File: src/rtl/gearbox_pkg.sv
// Shared state encoding and byte-mask helper for the generic byte gearbox.
package gearbox_pkg;

    typedef enum logic {
        FILL  = 1'b0,
        FLUSH = 1'b1
    } state_t;

    localparam int MAX_BYTES = 64;

    // Mask with the low n bits set; n saturates at MAX_BYTES.
    function automatic logic [MAX_BYTES-1:0] keep_mask(input int n);
        logic [MAX_BYTES-1:0] m;
        m = '0;
        for (int i = 0; i < MAX_BYTES; i++) begin
            if (i < n) m[i] = 1'b1;
        end
        return m;
    endfunction

endpackage

File: src/rtl/gearbox_rst_sync.sv
// Reset synchroniser: asserts immediately, releases two clk edges after reset falls.
module gearbox_rst_sync (
    input  logic clk,
    input  logic reset,
    output logic rst_out
);

    logic [1:0] sync_reg;

    always_ff @(posedge clk or posedge reset) begin
        if (reset) begin
            sync_reg <= 2'b11;
        end else begin
            sync_reg <= {sync_reg[0], 1'b0};
        end
    end

    assign rst_out = sync_reg[1];

endmodule

File: src/rtl/gearbox_generic.sv
// Byte gearbox IN_W -> OUT_W with frame flush and keep mask.
// Define GEARBOX_GENERIC_RST_SYNC_EN to route reset through a 2-flop synchroniser.
module gearbox_generic
    import gearbox_pkg::*;
#(
    parameter int IN_W  = 24,
    parameter int OUT_W = 32
) (
    input  logic               clk,
    input  logic               reset,
    input  logic [IN_W-1:0]    s_data,
    input  logic               s_valid,
    input  logic               s_last,
    output logic               s_ready,
    output logic [OUT_W-1:0]   m_data,
    output logic [OUT_W/8-1:0] m_keep,
    output logic               m_valid,
    output logic               m_last,
    input  logic               m_ready
);

    localparam int IN_B  = IN_W / 8;
    localparam int OUT_B = OUT_W / 8;
    localparam int BUF_B = IN_B + OUT_B;
    localparam int BUF_W = BUF_B * 8;
    localparam int FW    = $clog2(BUF_B + 1);

    logic rst;

`ifdef GEARBOX_GENERIC_RST_SYNC_EN
    gearbox_rst_sync u_rst_sync (
        .clk     (clk),
        .reset   (reset),
        .rst_out (rst)
    );
`else
    assign rst = reset;
`endif

    state_t           state_reg, state_next;
    logic [FW-1:0]    fill_reg, fill_next;
    logic [BUF_W-1:0] buf_reg, buf_next;
    logic             m_valid_reg, m_valid_next;
    logic             m_last_reg, m_last_next;
    logic [OUT_B-1:0] m_keep_reg, m_keep_next;
    logic             in_xfer, out_xfer;
    int               fill_i, take_i, fill_next_i;

    assign out_xfer = m_valid_reg && m_ready;
    assign in_xfer  = s_valid && s_ready;

    always_comb begin
        fill_i = int'(fill_reg);
        take_i = 0;
        if (out_xfer) take_i = (fill_i >= OUT_B) ? OUT_B : fill_i;
        s_ready = !rst && (state_reg == FILL) && (fill_i - take_i + IN_B <= BUF_B);
    end

    // Bytes at and above fill_reg are always zero, so appending is a plain OR
    // and the low OUT_W bits already form the zero-padded output word.
    always_comb begin
        buf_next    = out_xfer ? (buf_reg >> OUT_W) : buf_reg;
        fill_next_i = fill_i - take_i;
        if (in_xfer) begin
            buf_next    = buf_next | (BUF_W'(s_data) << (8 * fill_next_i));
            fill_next_i = fill_next_i + IN_B;
        end
        fill_next = FW'(fill_next_i);
    end

    always_comb begin
        state_next = state_reg;
        case (state_reg)
            FILL:    if (in_xfer && s_last) state_next = FLUSH;
            FLUSH:   if (out_xfer && fill_next_i == 0) state_next = FILL;
            default: state_next = FILL;
        endcase
    end

    always_comb begin
        m_valid_next = (fill_next_i >= OUT_B) || (state_next == FLUSH && fill_next_i > 0);
        m_last_next  = m_valid_next && (state_next == FLUSH) && (fill_next_i <= OUT_B);
        m_keep_next  = '0;
        if (m_valid_next) begin
            m_keep_next = OUT_B'(keep_mask((fill_next_i >= OUT_B) ? OUT_B : fill_next_i));
        end
    end

    always_ff @(posedge clk or posedge rst) begin
        if (rst) begin
            state_reg   <= FILL;
            fill_reg    <= '0;
            buf_reg     <= '0;
            m_valid_reg <= 1'b0;
            m_last_reg  <= 1'b0;
            m_keep_reg  <= '0;
        end else begin
            state_reg   <= state_next;
            fill_reg    <= fill_next;
            buf_reg     <= buf_next;
            m_valid_reg <= m_valid_next;
            m_last_reg  <= m_last_next;
            m_keep_reg  <= m_keep_next;
        end
    end

    assign m_data  = buf_reg[OUT_W-1:0];
    assign m_keep  = m_keep_reg;
    assign m_valid = m_valid_reg;
    assign m_last  = m_last_reg;

endmodule

File: config.mk
export PLATFORM = sky130hd
export DESIGN_NAME = gearbox_generic
export DESIGN_NICKNAME = d
export VERILOG_FILES = /design/src/rtl/gearbox_pkg.sv /design/src/rtl/gearbox_rst_sync.sv /design/src/rtl/gearbox_generic.sv
export SDC_FILE = /design/constraint.sdc
export NUM_CORES = 1
export LEC_CHECK = 0
export BUFFER_PORTS_ARGS = -buffer_cell sky130_fd_sc_hd__clkbuf_2
export CAP_MARGIN = 5
export CORE_UTILIZATION = 40
export CTS_CLUSTER_DIAMETER = 50
export CTS_CLUSTER_SIZE = 40
export DETAILED_ROUTE_END_ITERATION = 16
export GPL_TIMING_DRIVEN = 0
export PLACE_DENSITY_LB_ADDON = 0.08
export SKIP_CTS_REPAIR_TIMING = 1
export SLEW_MARGIN = 20
export SYNTH_ARGS = -nofsm -noshare
export SYNTH_HDL_FRONTEND = slang
export SYNTH_SLANG_ARGS = --single-unit
File: constraint.sdc
create_clock -name clk -period 4.37 [get_ports clk]
set_input_delay 0.2185 -clock clk [delete_from_list [all_inputs] [get_ports clk]]
set_output_delay 0.2185 -clock clk [all_outputs]
set_load 0.01 [all_outputs]
# --- Word-level counts from Yosys, hierarchy flattened ---
# Cells that the tools add are included.
classes:
  muxes: 14
  n_lt_le_gt_ge: 9
  n_addsub: 2
  shift: 1
  n_bitwise: 2
  n_reduce_logical: 12
ops:
  columns: ["op", "n"]
  rows:
  - ["two-way mux 56 bit", 2]
  - ["less-or-equal comparator 32 x 4 -> 1 bit, second input constant", 2]
  - ["< comparator 3 x 32 -> 1 bit, first input constant", 2]
  - ["two-way mux 32 bit", 2]
  - ["bitwise OR 56 bit", 1]
  - ["<< shifter 24 x 32 -> 56 bit", 1]
  - [">= comparator 32 x 4 -> 1 bit, second input constant", 1]
  - ["> comparator 32 x 1 -> 1 bit, second input constant", 1]
  - ["logical NOT 32 bit", 1]
  - ["< comparator 1 x 32 -> 1 bit, first input constant", 1]
  - ["< comparator 2 x 32 -> 1 bit, first input constant", 1]
  - ["logical AND 1 bit", 9]
  - ["two-way mux 1 bit", 6]
  - ["two-way mux 3 bit", 2]
  - ["adder 4 x 3 -> 5 bit, second input constant", 1]
  - ["two-way mux 4 bit", 1]
  - ["subtractor 3 x 3 -> 4 bit", 1]
  - [">= comparator 3 bit, second input constant", 1]
  - ["one-hot mux 1 bit (2 select lines)", 1]
  - ["logical NOT 1 bit", 1]
  - ["logical OR 1 bit", 1]
  - ["inverter 1 bit", 1]
word_totals:
  out_inout_bits: 39
  wordCells: 46
  in_bits: 29
  regBits: 66

# --- Logic depth before layout (Yosys ltp) ---
# Gate-level depths: netlist of the first run.
logic_depth:
  ltp_word: 17
  mapped_depth: 12
  mapped_depth_nobuf: 10

# --- Least setup slack after synthesis of the first run ---
# OpenSTA, ideal clock, no wires.
synth_timing:
  kind: "reg-to-reg"
  start: "reg m_valid_reg, in the netlist m_valid"
  end: "reg state_reg"
  n_path_buf: 2
  required_time_ps: 4219
  stages_incl_launch_ff: 13
  period_less_slack_ps: 3573
  path_slack_ps: 797
  arrival_time_ps: 3423
  setup_ps: 151
  cell_sequence: "dfrtp_1 -> nand2_1 -> clkbuf_1 -> clkbuf_1 -> nor3_1 -> ha_1 -> fa_1 -> ha_1 -> or4bb_1 -> mux2i_1 -> o32ai_1 -> a221oi_2 -> a41oi_1"
synth_via:
  elab_chain_len: 12
  word_cells_on_any_way: 14
  cone_classes: "add/sub: 2; order compare: 1; mux: 5; reduce/logical: 6"
synth_lines:
  columns: ["item", "line_no", "source"]
  rows:
  - ["from (decl)", "gearbox_generic.sv:43", "logic m_valid_reg, m_valid_next;"]
  - ["from (signal assigned)", "gearbox_generic.sv:101", "m_valid_reg <= m_valid_next;"]
  - ["logical AND 1 bit *", "gearbox_generic.sv:49", "assign out_xfer = m_valid_reg && m_ready;"]
  - ["two-way mux 3 bit", "gearbox_generic.sv:55", "if (out_xfer) take_i = (fill_i >= OUT_B) ? OUT_B : fill_i;"]
  - ["subtractor 3 x 3 -> 4 bit", "gearbox_generic.sv:63", "fill_next_i = fill_i - take_i;"]
  - ["adder 4 x 3 -> 5 bit", "gearbox_generic.sv:66", "fill_next_i = fill_next_i + IN_B;"]
  - ["less-or-equal comparator 32 x 4 -> 1 bit", "gearbox_generic.sv:56", "s_ready = !rst && (state_reg == FILL) && (fill_i - take_i + IN_B <= BUF_B);"]
  - ["logical AND 1 bit", "gearbox_generic.sv:56", null]
  - ["logical AND 1 bit", "gearbox_generic.sv:50", "assign in_xfer = s_valid && s_ready;"]
  - ["two-way mux 32 bit", "gearbox_generic.sv:64", "if (in_xfer) begin"]
  - ["logical NOT 32 bit", "gearbox_generic.sv:75", "FLUSH: if (out_xfer && fill_next_i == 0) state_next = FILL;"]
  - ["logical AND 1 bit", "gearbox_generic.sv:75", null]
  - ["two-way mux 1 bit", "gearbox_generic.sv:75", null]
  - ["one-hot mux 1 bit (2 select lines) *", "gearbox_generic.sv:73", "case (state_reg)"]
  - ["via state_next", "gearbox_generic.sv:40", "state_t state_reg, state_next;"]
  - ["to (signal assigned)", "gearbox_generic.sv:98", "state_reg <= state_next;"]
  - ["to (decl)", "gearbox_generic.sv:40", null]
# Mark *: on every way through the listed nets, which the timed path passes. The rest lies on a longest branch.

# --- Final worst setup path of the first run ---
# Ends and elaborated chain as after synthesis.

==> impl_metrics.json, run 1 <==
{
  "outcome": "finished, final reports clean",
  "syn_inst": 418,
  "dominantRegCellSynth": "dfrtp_1",
  "power.share.clock": 0.150,
  "finClkSkew_ps": 10.28,
  "crit_top_cell": "ha_1",
  "final_nets": 530,
  "cp-startpoint": "m_valid",
  "pwr_density_cell_nw_per_um2": 869.0,
  "grt_max_degree": 47,
  "synth.cell_area_um2": 3771,
  "hold_path.class": "in2reg",
  "p_int_uw": 2145,
  "r2r-end": "state_reg",
  "gp_congestion": 0.8625,
  "setup_slack_ps": 317.7,
  "synth_warnings": 0,
  "fill_cells": 926,
  "fmax_mhz": 246.8,
  "pin_count": 68,
  "vias": 3372,
  "dr.pass1.iters": 5,
  "ys_ff_latch": 66,
  "syn-num-nets": 451,
  "cp_slowest_stage_delay_ps": 540,
  "swShare": 0.4516,
  "rsz0062_at_grt": "false",
  "synth_edf_count": 0,
  "drt_iter0_drc": 148,
  "setup_viol": 0,
  "reg2reg_depth": 11,
  "wire_per_inst_um": 17.23,
  "p_seq_frac": 0.258,
  "crit_type": "reg2reg",
  "p_leak_uw": 0.002131,
  "largest_reg_flops": 56,
  "hold_viol_final": 0,
  "antenna_found_initial": 0,
  "std_cell_rows": 35,
  "initial_utilization": 0.4101,
  "fin_util": 0.4895,
  "vias_per_cell": 5.501,
  "async_flop_share": 1.000,
  "clkSlewWorstSetupHoldPaths_ps": 80,
  "period_needed_ps": 4052,
  "postSynthAreaPerCell_um2": 9.022,
  "port_buffers": 67,
  "r2r_slack_ps": 320,
  "ant_nets": 0,
  "clock-sinks": 66,
  "cp_top_family": "adder cells",
  "path_cells": "nand2_1, clkbuf_2, nor3_1, ha_1, fa_1, ha_1, or4bb_1, mux2i_1, o32ai_1, a221oi_2, a41oi_1",
  "max-vdd-ir-drop_mv": 0.3145,
  "cpMaxStageDelayCell": "fa_1",
  "die_area_um2": 9820,
  "max-cap-violations": 0,
  "grt_pass1_wl_um": 17060,
  "hold_path_depth": 3,
  "start_kind": "flip-flop",
  "grt_use_total": 0.2287,
  "whs_ps": 187.2,
  "drive_above_1_share": 0.2769,
  "slew-limit-headroom": 0.4224,
  "area_delta_synth_final_pct": 19.38,
  "crit_path_end_kind": "flip-flop",
  "htree_levels": 3,
  "cts_buffer_depth": 2,
  "grt_overflow_total": 0,
  "whs_endpoint": "buf_reg[38]",
  "totalWireLength_um": 10560,
  "clk_latency_ps": 360,
  "ys_types": 51,
  "root_buffer": "clkbuf_8",
  "grt_pass1_vias": 3231,
  "coreArea_um2": 9196,
  "worst_r2r_startpoint": "m_valid",
  "cts_inserted_buffers": 9,
  "ys_seq_area_frac": 0.4380,
  "dp_slack_ps": -42.34,
  "die_height_um": 99.10,
  "combPwrFrac": 0.592,
  "die_w_um": 99.10,
  "diodes": 0,
  "power.switching_uw": 1767,
  "critPathBufInv": 1,
  "crit_path_max_fanout": 13,
  "dp_hpwl_um": 7754,
  "fin_crit_sh": 0.9273,
  "critPathRequiredTime_ps": 4560,
  "holdCritStartpoint": "s_data[6]",
  "slew_viol_final": 0,
  "critical_path_arrival_ps": 4240,
  "worstMarginPinSlew_ps": 859.8,
  "drc": 0,
  "cts_tree": "done"
}
-- cell usage after synthesis, types with 2 or more instances --
| master | n | share of area |
|---|---|---|
| and2_1 | 3 | 0.0050 |
| a22o_1 | 16 | 0.037 |
| nor3_1 | 3 | 0.0040 |
| clkbuf_1 | 20 | 0.020 |
| o21ai_1 | 3 | 0.0040 |
| a22oi_1 | 8 | 0.016 |
| o2bb2a_1 | 7 | 0.019 |
| inv_1 | 16 | 0.016 |
| ha_1 | 3 | 0.010 |
| o211ai_1 | 2 | 0.0040 |
| dfrtp_1 | 66 | 0.44 |
| nor3_2 | 2 | 0.0053 |
| nor2b_1 | 2 | 0.0033 |
| nand2b_1 | 3 | 0.0050 |
| o311ai_0 | 8 | 0.019 |
| mux2_2 | 9 | 0.027 |
| nand4_1 | 2 | 0.0033 |
| buf_1 | 2 | 0.0020 |
| nand2_1 | 76 | 0.076 |
| nor2_1 | 37 | 0.037 |
| o22ai_1 | 24 | 0.040 |
| o21ai_0 | 41 | 0.054 |
| buf_4 | 32 | 0.064 |
| nand3_1 | 5 | 0.0066 |
| mux2i_1 | 2 | 0.0053 |
-- through the flow --
stage | cell area [um2] | setup TNS, ps | total power [uW] | cells
floorplan | 3771 | 0 | 2655 | 418
global placement | 4245 | -24.20 | 3298 | 596
detailed placement | 4275 | -42.34 | 3319 | 597
CTS | 4494 | -69.00 | 3919 | 613
global route | 4502 | 0 | 4227 | 613
finish | 4502 | 0 | 3912 | 613
-- routing by layer --
metal | global-route usage | share of wire
met1 | 0.3232 | 0.48
met2 | 0.3556 | 0.45
met3 | 0.03654 | 0.049
met4 | 0.08597 | 0.019
met5 | 0 | 0
-- final cells by class --
cell class,instances,area [um2],share of cell area
multi-input cells,281,1732,0.3847
flip-flops and latches,66,1652,0.3669
repair buffers,69,372.9,0.08282
plain buffers,54,325.3,0.07226
well taps,111,138.9,0.03085
clock buffers,10,127.6,0.02835
clock inverters,6,91.34,0.02029
inverters,16,62.56,0.01390
-- layout by cell type (no fill, tap or decap), types with 8 or more instances in the layout --
master	instances
nand2_1	76
clkbuf_2	68
o22ai_1	24
o311ai_0	8
buf_4	32
a22o_1	16
mux2_2	9
clkbuf_8	9
inv_1	15
dfrtp_1	66
a22oi_1	8
o21ai_0	41
nor2_1	37
clkbuf_1	19
-- worst max-delay path by stage --
stage,to,cells past startpoint
after global routing,state_reg,11
final,state_reg,11
after floorplan,state_reg,12
after detailed placement,state_reg,12
after CTS,state_reg,12
after global placement,state_reg,12
-- worst register-to-register path: cells and delay by family (launching register included) --
family | cells | cell delay [ps]
AO/OA/AOI/OAI | 3 | 820
adder cells (fa/ha/maj) | 3 | 1070
buffers and inverters | 1 | 350
flip-flops | 1 | 460
multiplexers | 1 | 150
AND/OR/NAND/NOR | 3 | 1060
-- kinds of logic (layout without fill, tap and decap cells) --
group           count (synthesis)  in the layout  synth area share
buf+inv                        71            155            0.1029
xor+xnor                        3              3           0.01394
fa+ha+maj                       4              4           0.01526
compound gates                123            123            0.2366
mux                            11             11           0.03218
flops                          66             66            0.4380
simple gates                  140            140            0.1612
-- power by group through the flow --
stage          registers (uW)  logic, uW  clock network, uW
3_5_place_dp             1030       2290                  0
5_1_grt                  1040       2560                623
6_report                 1010       2310                586
4_1_cts                  1010       2310                597
2_1_floorplan            1000       1650                  0
3_3_place_gp             1020       2280                  0
No activity file was read; power rests on OpenSTA's default activity.
==> run 2: changes to the inputs <==
ABC_AREA = 1   (was default)
==> run 2 against run 1 <==
  * Final area shrank 0.47%
  * Critical endpoint is now buf_reg[16]
  * Routed wire length grew 0.74%
  * Flip-flop and latch count is the same
  * Via count grew 5.7%
  * Critical path type unchanged
  * Combinational power grew 6%
  * Non-clock buffer count grew 6
==> impl_metrics.json, run 2 <==
{
  "synth_area_leader_cell": "dfrtp_1",
  "drive_above_1_share": 0.2460,
  "pwr_density_cell_nw_per_um2": 900.3,
  "synth_top_area_frac": 0.4388,
  "synth.area.top_cells": "dfrtp_1 44%, nand2_1 11%, buf_4 6.4%, nor2_1 5.3%, o21ai_0 4.7%",
  "most-common-layout-cells": "106 x nand2_1, 67 x clkbuf_2, 66 x dfrtp_1",
  "dp_hpwl_um": 7930,
  "fmax_mhz": 252.7,
  "fill_cells": 961,
  "vias": 3564,
  "drc": 0,
  "crit_path_max_fanout": 10,
  "final_common_cell": "nand2_1",
  "diodes": 0,
  "vias_per_cell": 5.304,
  "grt_max_degree": 35,
  "htree_levels": 3,
  "area_delta_synth_final_pct": 19.05,
  "cts_tree": "done",
  "die_w_um": 99,
  "ys_ff_latch": 66,
  "synth_warnings": 0,
  "ys_types": 32,
  "synth.cell_area_um2": 3764,
  "cp_top_family": "buffers and inverters",
  "root_buffer": "clkbuf_8",
  "grt_overflow_total": 0,
  "dominantRegCellSynth": "dfrtp_1",
  "syn_inst": 476,
  "rsz0062_at_grt": "false",
  "max-cap-violations": 0,
  "port_buffers": 67,
  "power.share.clock": 0.141,
  "cts_buffer_depth": 2,
  "path_cells": "nand2_2, clkbuf_1, clkbuf_1, nor3_1, ha_1, fa_1, buf_2, nand2_1, clkinv_1, nand3_2, nand3_4, inv_2, nand3_2, buf_2, o22ai_1",
  "std_cell_rows": 35,
  "crit_path_end_kind": "flip-flop",
  "grt_use_total": 0.2322,
  "swShare": 0.4774,
  "largest_reg_flops": 56,
  "clkSlewWorstSetupHoldPaths_ps": 70,
  "p_leak_uw": 0.002281,
  "critical_path_arrival_ps": 4210,
  "p_int_uw": 2108,
  "synth.top_cells.by_count": "106 x nand2_1, 66 x dfrtp_1, 53 x nor2_1",
  "totalWireLength_um": 10640,
  "final_nets": 589,
  "setup_slack_ps": 413.2,
  "p_seq_frac": 0.254,
  "grt_pass1_vias": 3399,
  "async_flop_share": 1.000,
  "clk_latency_ps": 350,
  "cpMaxStageDelayCell": "fa_1",
  "drt_iter0_drc": 181,
  "initial_utilization": 0.4093,
  "dp_slack_ps": 427.9,
  "die_area_um2": 9801,
  "slew_viol_final": 0,
  "cp_slowest_stage_delay_ps": 490,
  "slew-limit-headroom": 0.6088,
  "setup_viol": 0,
  "grt_pass1_wl_um": 17390,
  "period_needed_ps": 3957,
  "gp_congestion": 0.9233,
  "finClkSkew_ps": 11.52,
  "die_height_um": 99,
  "ys_seq_area_frac": 0.4388,
  "critPathRequiredTime_ps": 4620,
  "syn-num-nets": 509,
  "synth_edf_count": 0,
  "fin_crit_sh": 0.9054,
  "start_kind": "flip-flop",
  "antenna_found_initial": 0,
  "synthMostInstantiatedCell": "nand2_1",
  "worstMarginPinSlew_ps": 586.8,
  "hold_viol_final": 0,
  "critPathBufInv": 6,
  "power.switching_uw": 1926,
  "combPwrFrac": 0.605,
  "hold_path.class": "in2reg",
  "outcome": "finished, final reports clean",
  "cts_inserted_buffers": 9,
  "wire_per_inst_um": 15.83,
  "pin_count": 68,
  "coreArea_um2": 9196,
  "dr.pass1.iters": 5,
  "crit_type": "reg2reg",
  "postSynthAreaPerCell_um2": 7.907,
  "max-vdd-ir-drop_mv": 0.3763,
  "ant_nets": 0,
  "clock-sinks": 66,
  "timing.setup.tns_ps": 0
}
## run 2: cell count changes in the layout (fill, tap and decap cells not counted), sizes merged, moves of 6 or more
| cell | previous run | this run |
|---|---|---|
| nand2 | 76 | 109 |
| nand3 | 5 | 26 |
| nor2 | 37 | 56 |
| a21oi | 0 | 16 |
| inv | 16 | 29 |
| mux2 | 9 | 0 |
| a22o | 16 | 8 |
| a32o | 0 | 8 |
| buf | 36 | 44 |
| o311ai | 8 | 0 |
| o2bb2a | 7 | 0 |
| o21ai | 44 | 50 |
## run 2: kinds of logic (layout without fill, tap and decap cells)
logic type / after synthesis / after routing / share of synthesized area
flip-flops: 66 / 66 / 0.4388
AND/OR/NAND/NOR: 198 / 198 / 0.2274
AO/OA/AOI/OAI: 116 / 116 / 0.1885
buffers and inverters: 92 / 177 / 0.1300
adder cells (fa/ha/maj): 4 / 4 / 0.01529
## run 2: cell type report
cell class	instances	area [um2]	share of cell area
plain buffers	60	369.1	0.08238
multi-input cells	318	1623	0.3622
repair buffers	69	365.4	0.08154
flip-flops and latches	66	1652	0.3686
well taps	111	138.9	0.03100
clock buffers	11	131.4	0.02932
clock inverters	5	78.83	0.01759
inverters	32	122.6	0.02737
## run 2: worst reg2reg max path, cell delays in order, from the launching register on
cell      delay, ps
dfrtp_1         390
nand2_2         190
clkbuf_1        400
clkbuf_1        470
nor3_1          100
ha_1            240
fa_1            490
buf_2           200
nand2_1         100
clkinv_1        240
nand3_2         250
nand3_4         140
inv_2           100
nand3_2         160
buf_2           270
o22ai_1         140
## run 2: path summary, 6_finish.rpt
check | from | depth (start not counted) | slack [ps] | endpoint
max in group asynchronous | reset | 4 | 3390 | buf_reg[51]
min in group asynchronous | reset | 3 | 440 | m_keep[1]
hold reg to reg | buf_reg[30] | 2 | 500 | buf_reg[30]
hold / removal | s_last | 3 | 90 | state_reg
setup / recovery | m_valid | 15 | 410 | buf_reg[16]
setup reg to reg | m_valid | 15 | 410 | buf_reg[16]
## run 2: metal layers
metal	track usage	part of all wire
met1	0.3189	0.47
met2	0.3744	0.47
met3	0.03759	0.042
met4	0.07692	0.015
met5	0	0
## run 2: through the flow
stage / utilization / cells / instance area [um2] / power (uW) / hold slack (ps)
global route: 0.4872 / 672 / 4481 / 4384 / 126.4
finish: 0.4872 / 672 / 4481 / 4034 / 93.53
global placement: 0.4608 / 654 / 4238 / 3420 / 448.1
detailed placement: 0.4633 / 655 / 4260 / 3459 / 268.6
CTS: 0.4861 / 671 / 4471 / 4036 / -114.5
floorplan: - / 476 / 3764 / 2758 / 353.6
## run 2: power groups by stage
stage               clock network, uW  registers, uW  logic (uW)
floorplan                           0           1010        1740
finish                            568           1020        2440
global placement                    0           1030        2390
detailed placement                  0           1040        2420
global route                      605           1060        2720
CTS                               576           1030        2430
==> run 3: changes to the inputs <==
RECOVER_POWER = 100   (was default)
==> run 3 against run 2 <==
  * Flip-flop and latch count is the same
  * The flow now finishes with violations (max-capacitance violations, max-slew violations)
  * Critical path depth is the same
  * Final cell count is the same
  * Total power shrank 1.3%
  * Count of clock-buffer cells in the layout is the same
  * Maximum frequency shrank 1.1%
  * Sequential share of layout area grew 0.56 points
==> impl_metrics.json, run 3 (same netlist as run 2, synthesis figures left out) <==
{
  "outcome": "finished with violations",
  "violations": "max-capacitance violations, max-slew violations",
  "coreArea_um2": 9196,
  "r2r-end": "buf_reg[27]",
  "crit_type": "reg2reg",
  "drive_above_1_share": 0.1711,
  "fmax_mhz": 249.8,
  "fin_crit_sh": 0.9159,
  "rsz0062_at_grt": "false",
  "p_seq_frac": 0.258,
  "swShare": 0.4820,
  "hold_path.class": "in2reg",
  "drc": 0,
  "clock-sinks": 66,
  "htree_levels": 3,
  "power.switching_uw": 1919,
  "r2r_slack_ps": 370,
  "p_int_uw": 2062,
  "wire_per_inst_um": 15.85,
  "clk_latency_ps": 350,
  "slew_viol_final": 69,
  "final_nets": 589,
  "period_needed_ps": 4003,
  "stdcell_area_um2": 4413,
  "die_height_um": 99,
  "diodes": 0,
  "max-cap-violations": 2,
  "vias": 3565,
  "grt_pass1_vias": 3399,
  "root_buffer": "clkbuf_8",
  "drt_iter0_drc": 183,
  "pin_count": 68,
  "largest_reg_flops": 56,
  "pwr_density_cell_nw_per_um2": 902.1,
  "die_area_um2": 9801,
  "hold_path_depth": 3,
  "finClkSkew_ps": 11.41,
  "cts_buffer_depth": 2,
  "endpoint": "buf_reg[27]",
  "gp_congestion": 0.9233,
  "finalPower_uw": 3981,
  "crit_path_end_kind": "flip-flop",
  "setup_viol": 0,
  "power.share.clock": 0.142,
  "slew-limit-headroom": -0.2373,
  "grt_pass1_wl_um": 17390,
  "combPwrFrac": 0.601,
  "grt_overflow_total": 0,
  "worstMarginPinSlew_ps": 1856,
  "cts_inserted_buffers": 9,
  "dp_hpwl_um": 7930,
  "totalWireLength_um": 10650,
  "p_leak_uw": 0.002149,
  "most-common-layout-cells": "106 x nand2_1, 66 x dfrtp_1, 60 x clkbuf_1",
  "hold_viol_final": 0,
  "initial_utilization": 0.4093,
  "area_delta_synth_final_pct": 17.25,
  "worst_r2r_startpoint": "m_valid",
  "critical_path_arrival_ps": 4260,
  "die_w_um": 99,
  "cts_tree": "done",
  "grt_use_total": 0.2322,
  "vias_per_cell": 5.305,
  "dr.pass1.iters": 5,
  "std_cell_rows": 35,
  "start_kind": "flip-flop",
  "antenna_found_initial": 0,
  "grt_max_degree": 35,
  "cp-startpoint": "m_valid",
  "port_buffers": 67,
  "reg2reg_depth": 15,
  "timing.setup.tns_ps": 0,
  "max-vdd-ir-drop_mv": 0.3729,
  "critPathRequiredTime_ps": 4630,
  "final_common_cell": "nand2_1",
  "crit_path_max_fanout": 10,
  "ant_nets": 0,
  "clkSlewWorstSetupHoldPaths_ps": 70,
  "post_dp_cell_area_um2": 4260
}
## run 3: changes by cell type in the layout (fill, tap and decap cells not counted), sizes merged
| cell | change |
|---|---|
| buf | -1 |
| clkbuf | +1 |
| clkinvlp | +1 |
| inv | -1 |
## run 3: power groups by stage
| stage | clock, uW | sequential [uW] | combinational [uW] |
|---|---|---|---|
| floorplan | 0 | 1010 | 1740 |
| global route | 605 | 1060 | 2660 |
| detailed placement | 0 | 1040 | 2420 |
| CTS | 576 | 1030 | 2430 |
| finish | 565 | 1030 | 2390 |
| global placement | 0 | 1030 | 2390 |
## run 3: worst min-delay path by stage
| stage | slack [ps] | from | endpoint |
|---|---|---|---|
| final | 100 | s_last | state_reg |
| after global routing | 130 | s_last | state_reg |
| after CTS | -110 | reset | buf_reg[40] |
| after detailed placement | 270 | reset | state_reg |
| after global placement | 450 | s_last | state_reg |
| after floorplan | 350 | s_last | state_reg |
## run 3: metal layers
layer | track usage | vias to the layer above | part of all wire
li1 | - | 1737 | -
met1 | 0.3189 | 1699 | 0.47
met2 | 0.3744 | 116 | 0.46
met3 | 0.03759 | 13 | 0.046
met4 | 0.07692 | 0 | 0.015
met5 | 0 | - | 0
## run 3: area by class of cell
cell class              instances  area (um2)
multi-input cells             318        1623
inverters                      32       121.4
fillers                       975        4783
plain buffers                  60       369.1
flip-flops and latches         66        1652
clock inverters                 5       78.83
clock buffers                  11       131.4
repair buffers                 69       299.0
well taps                     111       138.9
## run 3: worst max-delay path, cell delays in order, from the launching register on
cell and delay (ps):
dfrtp_1 390, nand2_2 200, clkbuf_1 400, clkbuf_1 460, nor3_1 90, ha_1 240, fa_1 490, buf_2 200
nand2_1 100, clkinv_1 240, nand3_2 250, nand3_4 130, inv_1 120, nand3_2 170, buf_2 270, o21ai_0 170
## run 3: through the flow
stage / cells / util / setup WS (ps) / hold slack [ps]
global route: 672 / 0.4799 / 56.22 / 126.5
finish: 672 / 0.4799 / 367.3 / 95.71
CTS: 671 / 0.4861 / 374.8 / -114.5
global placement: 654 / 0.4608 / 464.6 / 448.1
detailed placement: 655 / 0.4633 / 427.9 / 268.6
floorplan: 476 / - / 1133 / 353.6
